$ cat src/rtl/cpu_types_pkg.sv
// Shared types and constants for the multicore bus controller.
//   word_t      : one bus word (address or data)
//   ramstate_t  : handshake state reported by the memory
//   busstate_t  : controller bus state
//   cnt_width() : word-counter width for a given block size. A one-word
//                 block still gets a 1-bit counter.
package cpu_types_pkg;

  localparam int NCPU_DEF     = 2;
  localparam int BLKWORDS_DEF = 2;
  localparam int WORD_W       = 32;

  typedef logic [WORD_W-1:0] word_t;

  typedef enum logic [1:0] {
    FREE   = 2'd0,
    BUSY   = 2'd1,
    ACCESS = 2'd2,
    ERROR  = 2'd3
  } ramstate_t;

  typedef enum logic [2:0] {
    IDLE   = 3'd0,
    IFETCH = 3'd1,
    WB     = 3'd2,
    SNOOP  = 3'd3,
    C2C    = 3'd4,
    M2C    = 3'd5
  } busstate_t;

  function automatic int cnt_width(input int blkwords);
    return (blkwords > 1) ? $clog2(blkwords) : 1;
  endfunction

endpackage

$ cat src/rtl/rr_arbiter.sv
// Round-robin arbiter for the bus controller.
// The scan starts at core ptr and wraps modulo NCPU. The first requesting
// core wins the grant.
//   req         : per-core request vector
//   ptr         : core index where the scan starts
//   done_idx    : index of the core whose transaction is finishing
//   grant       : one-hot grant
//   grant_idx   : index of the granted core
//   grant_valid : at least one request is present
//   next_ptr    : (done_idx + 1) mod NCPU, the pointer to reload on return to IDLE
module rr_arbiter #(
  parameter int NCPU = 2,
  parameter int IDXW = $clog2(NCPU)
) (
  input  logic [NCPU-1:0] req,
  input  logic [IDXW-1:0] ptr,
  input  logic [IDXW-1:0] done_idx,
  output logic [NCPU-1:0] grant,
  output logic [IDXW-1:0] grant_idx,
  output logic            grant_valid,
  output logic [IDXW-1:0] next_ptr
);

  int k;

  always_comb begin
    grant       = '0;
    grant_idx   = '0;
    grant_valid = 1'b0;
    k           = 0;
    for (int i = 0; i < NCPU; i++) begin
      // NCPU need not be a power of two, so wrap explicitly.
      k = int'(ptr) + i;
      if (k >= NCPU) k = k - NCPU;
      if (!grant_valid && req[k]) begin
        grant_valid = 1'b1;
        grant_idx   = IDXW'(k);
        grant[k]    = 1'b1;
      end
    end
  end

  assign next_ptr = (int'(done_idx) == NCPU - 1) ? '0 : done_idx + 1'b1;

endmodule

$ cat src/rtl/multicore_bus_controller.sv
// Shared-bus controller for NCPU cores that snoop each other's caches.
// It grants one core at a time, round-robin. The granted core's request
// selects one transaction type:
//   - instruction fetch (IFETCH)
//   - block write-back (WB)
//   - data read (SNOOP, then C2C or M2C)
// A data read first snoops the other cores. A peer holding modified data
// (dWEN & ccwrite) supplies the block directly; the block is written back
// to memory on the same beats. Otherwise the block comes from memory.
// Ports:
//   CLK, RST              : clock and synchronous active-high reset
//   iREN/dREN/dWEN        : per-core requests
//   iaddr/daddr/dstore    : per-core addresses and write data
//   ccwrite/cctrans       : per-core coherence intent and transition flag
//   iwait/dwait           : per-core stalls
//   iload/dload           : per-core read data
//   ccwait/ccinv/
//   ccsnoopaddr           : snoop hold, invalidate and snoop address
//   ramREN/ramWEN/ramaddr/
//   ramstore/ramload/
//   ramstate              : memory side
module multicore_bus_controller
  import cpu_types_pkg::*;
#(
  parameter int NCPU     = NCPU_DEF,
  parameter int BLKWORDS = BLKWORDS_DEF,
  parameter int ADDRW    = 32
) (
  input  logic                       CLK,
  input  logic                       RST,
  input  logic [NCPU-1:0]            iREN,
  input  logic [NCPU-1:0]            dREN,
  input  logic [NCPU-1:0]            dWEN,
  input  logic [NCPU-1:0][ADDRW-1:0] iaddr,
  input  logic [NCPU-1:0][ADDRW-1:0] daddr,
  input  logic [NCPU-1:0][ADDRW-1:0] dstore,
  input  logic [NCPU-1:0]            ccwrite,
  input  logic [NCPU-1:0]            cctrans,
  output logic [NCPU-1:0]            iwait,
  output logic [NCPU-1:0]            dwait,
  output logic [NCPU-1:0][ADDRW-1:0] iload,
  output logic [NCPU-1:0][ADDRW-1:0] dload,
  output logic [NCPU-1:0]            ccwait,
  output logic [NCPU-1:0]            ccinv,
  output logic [NCPU-1:0][ADDRW-1:0] ccsnoopaddr,
  output logic                       ramREN,
  output logic                       ramWEN,
  output logic [ADDRW-1:0]           ramaddr,
  output logic [ADDRW-1:0]           ramstore,
  input  logic [ADDRW-1:0]           ramload,
  input  ramstate_t                  ramstate
);

  localparam int IDXW = $clog2(NCPU);
  localparam int CNTW = cnt_width(BLKWORDS);
  localparam logic [CNTW-1:0] LAST_WORD = CNTW'(BLKWORDS - 1);

  busstate_t       state_reg, state_next;
  logic [IDXW-1:0] rr_reg, rr_next;
  logic [IDXW-1:0] g_reg, g_next;
  logic [IDXW-1:0] r_reg, r_next;
  logic [CNTW-1:0] cnt_reg, cnt_next;

  logic [NCPU-1:0] grant;
  logic [IDXW-1:0] grant_idx;
  logic            grant_valid;
  logic [IDXW-1:0] next_ptr;

  logic [NCPU-1:0] peer;
  logic            resp_found;
  logic [IDXW-1:0] resp_idx;
  logic            access;
  logic            data_state;

  // cctrans carries no bus-side behaviour in this controller.
  logic unused_cctrans;
  assign unused_cctrans = ^cctrans;

  assign access     = (ramstate == ACCESS);
  assign data_state = (state_reg == WB) || (state_reg == C2C) || (state_reg == M2C);

  rr_arbiter #(
    .NCPU (NCPU),
    .IDXW (IDXW)
  ) u_arb (
    .req         (iREN | dREN | dWEN),
    .ptr         (rr_reg),
    .done_idx    (g_reg),
    .grant       (grant),
    .grant_idx   (grant_idx),
    .grant_valid (grant_valid),
    .next_ptr    (next_ptr)
  );

  // Every core other than the granted one.
  generate
    for (genvar gi = 0; gi < NCPU; gi++) begin : g_peer
      assign peer[gi] = (IDXW'(gi) != g_reg);
    end
  endgenerate

  // Responder: the lowest-index peer holding a modified copy.
  always_comb begin
    resp_found = 1'b0;
    resp_idx   = '0;
    for (int k = 0; k < NCPU; k++) begin
      if (!resp_found && peer[k] && dWEN[k] && ccwrite[k]) begin
        resp_found = 1'b1;
        resp_idx   = IDXW'(k);
      end
    end
  end

  always_ff @(posedge CLK) begin
    if (RST) begin
      state_reg <= IDLE;
      rr_reg    <= '0;
      g_reg     <= '0;
      r_reg     <= '0;
      cnt_reg   <= '0;
    end else begin
      state_reg <= state_next;
      rr_reg    <= rr_next;
      g_reg     <= g_next;
      r_reg     <= r_next;
      cnt_reg   <= cnt_next;
    end
  end

  always_comb begin
    state_next  = state_reg;
    rr_next     = rr_reg;
    g_next      = g_reg;
    r_next      = r_reg;
    cnt_next    = cnt_reg;
    iwait       = '0;
    dwait       = '0;
    iload       = '0;
    dload       = '0;
    ccwait      = '0;
    ccinv       = '0;
    ccsnoopaddr = '0;
    ramREN      = 1'b0;
    ramWEN      = 1'b0;
    ramaddr     = '0;
    ramstore    = '0;

    // Outputs stay quiet while reset is held, whatever the state.
    if (!RST) begin
      unique case (state_reg)
        IDLE: begin
          if (grant_valid) begin
            g_next = grant_idx;
            if (|(grant & iREN))      state_next = IFETCH;
            else if (|(grant & dWEN)) state_next = WB;
            else                      state_next = SNOOP;
          end
        end
        IFETCH: begin
          ramREN       = 1'b1;
          ramaddr      = iaddr[g_reg];
          iload[g_reg] = ramload;
          iwait[g_reg] = !access;
          if (access) begin
            state_next = IDLE;
            rr_next    = next_ptr;
          end
        end
        WB: begin
          ramWEN       = 1'b1;
          ramaddr      = daddr[g_reg];
          ramstore     = dstore[g_reg];
          dwait[g_reg] = !access;
        end
        SNOOP: begin
          for (int k = 0; k < NCPU; k++) begin
            if (peer[k]) begin
              ccwait[k]      = 1'b1;
              ccsnoopaddr[k] = daddr[g_reg];
              ccinv[k]       = ccwrite[g_reg];
            end
          end
          if (resp_found) begin
            r_next     = resp_idx;
            state_next = C2C;
          end else begin
            state_next = M2C;
          end
        end
        C2C: begin
          // The responder's block goes to the requester and to memory on
          // the same beats. Snooped peers stay held until the block is done.
          dload[g_reg] = dstore[r_reg];
          ramWEN       = 1'b1;
          ramaddr      = daddr[r_reg];
          ramstore     = dstore[r_reg];
          dwait[g_reg] = !access;
          dwait[r_reg] = !access;
          ccwait       = peer;
        end
        M2C: begin
          ramREN       = 1'b1;
          ramaddr      = daddr[g_reg];
          dload[g_reg] = ramload;
          dwait        = '1;
          dwait[g_reg] = !access;
        end
        default: state_next = IDLE;
      endcase

      // Block beats: only ACCESS advances; BUSY, FREE and ERROR just stall.
      if (data_state && access) begin
        if (cnt_reg == LAST_WORD) begin
          cnt_next   = '0;
          state_next = IDLE;
          rr_next    = next_ptr;
        end else begin
          cnt_next = cnt_reg + 1'b1;
        end
      end
    end
  end

endmodule
$ cat config.mk
export PLATFORM = sky130hd
export DESIGN_NAME = multicore_bus_controller
export DESIGN_NICKNAME = d
export VERILOG_FILES = /design/src/rtl/cpu_types_pkg.sv /design/src/rtl/rr_arbiter.sv /design/src/rtl/multicore_bus_controller.sv
export SDC_FILE = /design/constraint.sdc
export NUM_CORES = 1
export LEC_CHECK = 0
export ABC_AREA = 1
export BUFFER_PORTS_ARGS = -buffer_cell sky130_fd_sc_hd__clkbuf_2
export CAP_MARGIN = 20
export CELL_PAD_IN_SITES_DETAIL_PLACEMENT = 0
export CELL_PAD_IN_SITES_GLOBAL_PLACEMENT = 1
export CORE_AREA = 8 8 191 193
export DETAILED_ROUTE_END_ITERATION = 10
export DIE_AREA = 0 0 199 201
export GPL_TIMING_DRIVEN = 1
export PLACE_DENSITY = 0.67
export SKIP_CTS_REPAIR_TIMING = 1
export SLEW_MARGIN = 20
export SYNTH_ARGS = -nofsm -noshare
export SYNTH_HDL_FRONTEND = slang
export SYNTH_HIERARCHICAL = 1
export SYNTH_SLANG_ARGS = --single-unit
$ cat constraint.sdc
create_clock -name CLK -period 3.77 [get_ports CLK]
set_clock_uncertainty 0.05 [all_clocks]
set_input_delay 0.754 -clock CLK [delete_from_list [all_inputs] [get_ports CLK]]
set_output_delay 0.754 -clock CLK [all_outputs]
set_load 0.05 [all_outputs]
==> results.sh <==
export IMPL_outcome="complete, no violations"
export IMPL_worst_r2r_cell_count=7
export IMPL_r2r_end="state_reg[2]"
export IMPL_required_ns=2.97
export IMPL_mostFrequentLayoutCells="378 x sky130_fd_sc_hd__nor2_1, 307 x sky130_fd_sc_hd__clkbuf_2, 284 x sky130_fd_sc_hd__nand2_1"
export IMPL_cap_viol_max_count=0
export IMPL_critical_path_arrival_ns=2.45
export IMPL_grt_first_pass_wirelength_um=55600
export IMPL_cp_start_kind="flip-flop"
export IMPL_cts_sink_count=7
export IMPL_floorplan_core_area_um2=33300
export IMPL_initial_antenna_violation_count=1
export IMPL_met2WireLength_um=18400
export IMPL_floorplan_die_area_um2=40000
export IMPL_wl_um=36900
export IMPL_grt_start_max_net_pins=73
export IMPL_global_route_usage_total_pct=17.4
export IMPL_drt_iter0_markers=401
export IMPL_fmaxAchievable_mhz=307
export IMPL_grt_remaining_overflow=0
export IMPL_timing_rr_start="state_reg[2]"
export IMPL_drt_drc_violations_left=0
export IMPL_detail_route_wl_per_cell_um=17.7
export IMPL_p_leak_nw=5.75
export IMPL_max_slew_margin_rel_pct=51.3
export IMPL_startpoint="g_reg"
export IMPL_cts_root_buffer="sky130_fd_sc_hd__clkbuf_16"
export IMPL_ys_seq_elements=7
export IMPL_synthToLayoutAreaGrowth_pct=117
export IMPL_placed_instances=2083
export IMPL_worst_min_delay_path_class="flip-flop to flip-flop"
export IMPL_portBuffers=501
export IMPL_drtAntennaViolNets=0
export IMPL_met1_length_um=14200
export IMPL_instances_no_fill=2088
export IMPL_met3_length_um=3650
export IMPL_final_wtd_congestion=0.884
export IMPL_worstPathMaxFanout=72
export IMPL_die_h_um=201
export IMPL_most_frequent_standard_cell_in_the_layout_excluding_fill_and_tap_cells="sky130_fd_sc_hd__nor2_1"
export IMPL_final_min_period_over_clock_period_pct=86.3
export IMPL_post_synth_inst_count=1196
export IMPL_cts_buffers=3
export IMPL_largest_register_ffs=3
export IMPL_post_dp_hpwl_um=30200
export IMPL_final_setup_viol_count=0
export IMPL_floorplan_rows=67
export IMPL_mean_syn_cell_area_um2=4.24
export IMPL_pwr_density_cell_nw_per_um2=220
export IMPL_critical_path_class="flip-flop to output port"
export IMPL_max_clock_path_buffers=2
export IMPL_clock_latency_ns=0.23
export IMPL_drt_first_pass_iters=6
export IMPL_grt_pass1_vias=9173
export IMPL_htree_levels=1
export IMPL_timing_reg2reg_setup_slack_ns=2.08
export IMPL_drive_gt1_share_pct=33.5
export IMPL_max_vdd_ir_drop_mv=0.166
export IMPL_synth_fp_nets=1434
export IMPL_fp_dieW_um=199
export IMPL_setup_repair_after_global_routing_missed_its_margin="no"
export IMPL_synth_cell_type_count=19
export IMPL_highest_layer="met4"
export IMPL_timing_max_transition_violations_final=0
export IMPL_place_area_um2=10900
export IMPL_yosysWarnings=6
export IMPL_critPathCapture="iload[58]"
export IMPL_finalPower_mw=2.42
export IMPL_timing_critical_path_to_type="output port"
export IMPL_fillerInstances=3757
export IMPL_worst_slew_pin_slew_ns=0.730
export IMPL_stdcell_area_um2=11000
export IMPL_period_needed_ns=3.25
export IMPL_viasPerCell=4.33
export IMPL_post_synth_instance_area_um2=5070
export IMPL_floorplan_io_pins=504
export IMPL_final_setup_tns_ns=0
export IMPL_via_count=9046
export IMPL_total_count_of_hold_check_failures_in_the_final_report=0
export IMPL_clock_slew_at_reported_path_ffs_ns=0.03
export IMPL_synth_yosys_seq_area_share_pct=2.76
export IMPL_finish_net_count=1878
export IMPL_initial_utilization_pct=15.2
export IMPL_tritoncts="built"
==> report_power, final <==
| part | internal (mW) | switching [mW] | total (mW) |
|---|---|---|---|
| clock network | 0.140 | 0.0358 | 0.176 |
| logic | 0.646 | 1.46 | 2.10 |
| registers | 0.0871 | 0.0502 | 0.137 |
| total | 0.873 | 1.54 | 2.42 |
==> area by class of cell <==
class	instances	area, um^2	share of cell area, %
clock buffers	4	78.8	0.716
well taps	448	561	5.09
inverters	147	553	5.02
flip-flops and latches	7	145	1.32
repair buffers	527	5690	51.7
multi-input cells	954	3980	36.1
diodes	1	2.50	0.0227
==> worst min path at each step <==
stage,start,end,cells past startpoint
2_1_floorplan,g_reg,rr_reg,3
3_3_place_gp,cnt_reg,cnt_reg,2
3_5_place_dp,cnt_reg,cnt_reg,2
4_1_cts,cnt_reg,cnt_reg,2
5_1_grt,cnt_reg,cnt_reg,2
6_report,cnt_reg,cnt_reg,2
==> critical path: stages, from the launching register on <==
cell and delay [ns]:
sky130_fd_sc_hd__dfxtp_4 0.66, sky130_fd_sc_hd__clkinv_2 0.16, sky130_fd_sc_hd__buf_12 0.23, sky130_fd_sc_hd__nor2_1 0.29, sky130_fd_sc_hd__nand2_1 0.10, sky130_fd_sc_hd__buf_4 0.29
sky130_fd_sc_hd__nor2_1 0.25, sky130_fd_sc_hd__buf_12 0.17
==> per-layer routing <==
| metal | vias to the layer above | track usage, % |
|---|---|---|
| met3 | 32 | 4.63 |
| li1 | 4553 | - |
| met4 | 0 | 3.36 |
| met2 | 425 | 32.1 |
| met5 | - | 0 |
| met1 | 4036 | 19.7 |
==> cells in the mapped netlist, drive strengths merged <==
library cell | instances | area, um^2
o21ai | 8 | 43.8
inv | 147 | 552
or2 | 1 | 6.26
clkbuf | 19 | 71.3
a21oi | 73 | 365
nor3 | 129 | 646
or3 | 2 | 12.5
nand2 | 287 | 1080
nand3 | 72 | 365
buf | 69 | 340
dfxtp | 7 | 140
nor2 | 382 | 1440
==> cell families after synthesis <==
family | count (synthesis) | share of synthesized area [%]
DFF | 7 | 2.76
AOI/OAI and AO/OA | 81 | 8.07
buffers and inverters | 235 | 19.0
and+or+nand+nor | 873 | 70.2
==> stage by stage <==
step / setup WS [ns] / utilization, % / hold WS [ns]
finish: 0.515 / 33.1 / 0.432
global route: 0.309 / 33.1 / 0.488
CTS: 0.450 / 33.1 / 0.433
detailed placement: 0.594 / 32.8 / 0.425
global placement: 0.569 / 32.8 / 0.419
floorplan: 0.631 / - / 0.400
Power figures use the tool's default switching activity.
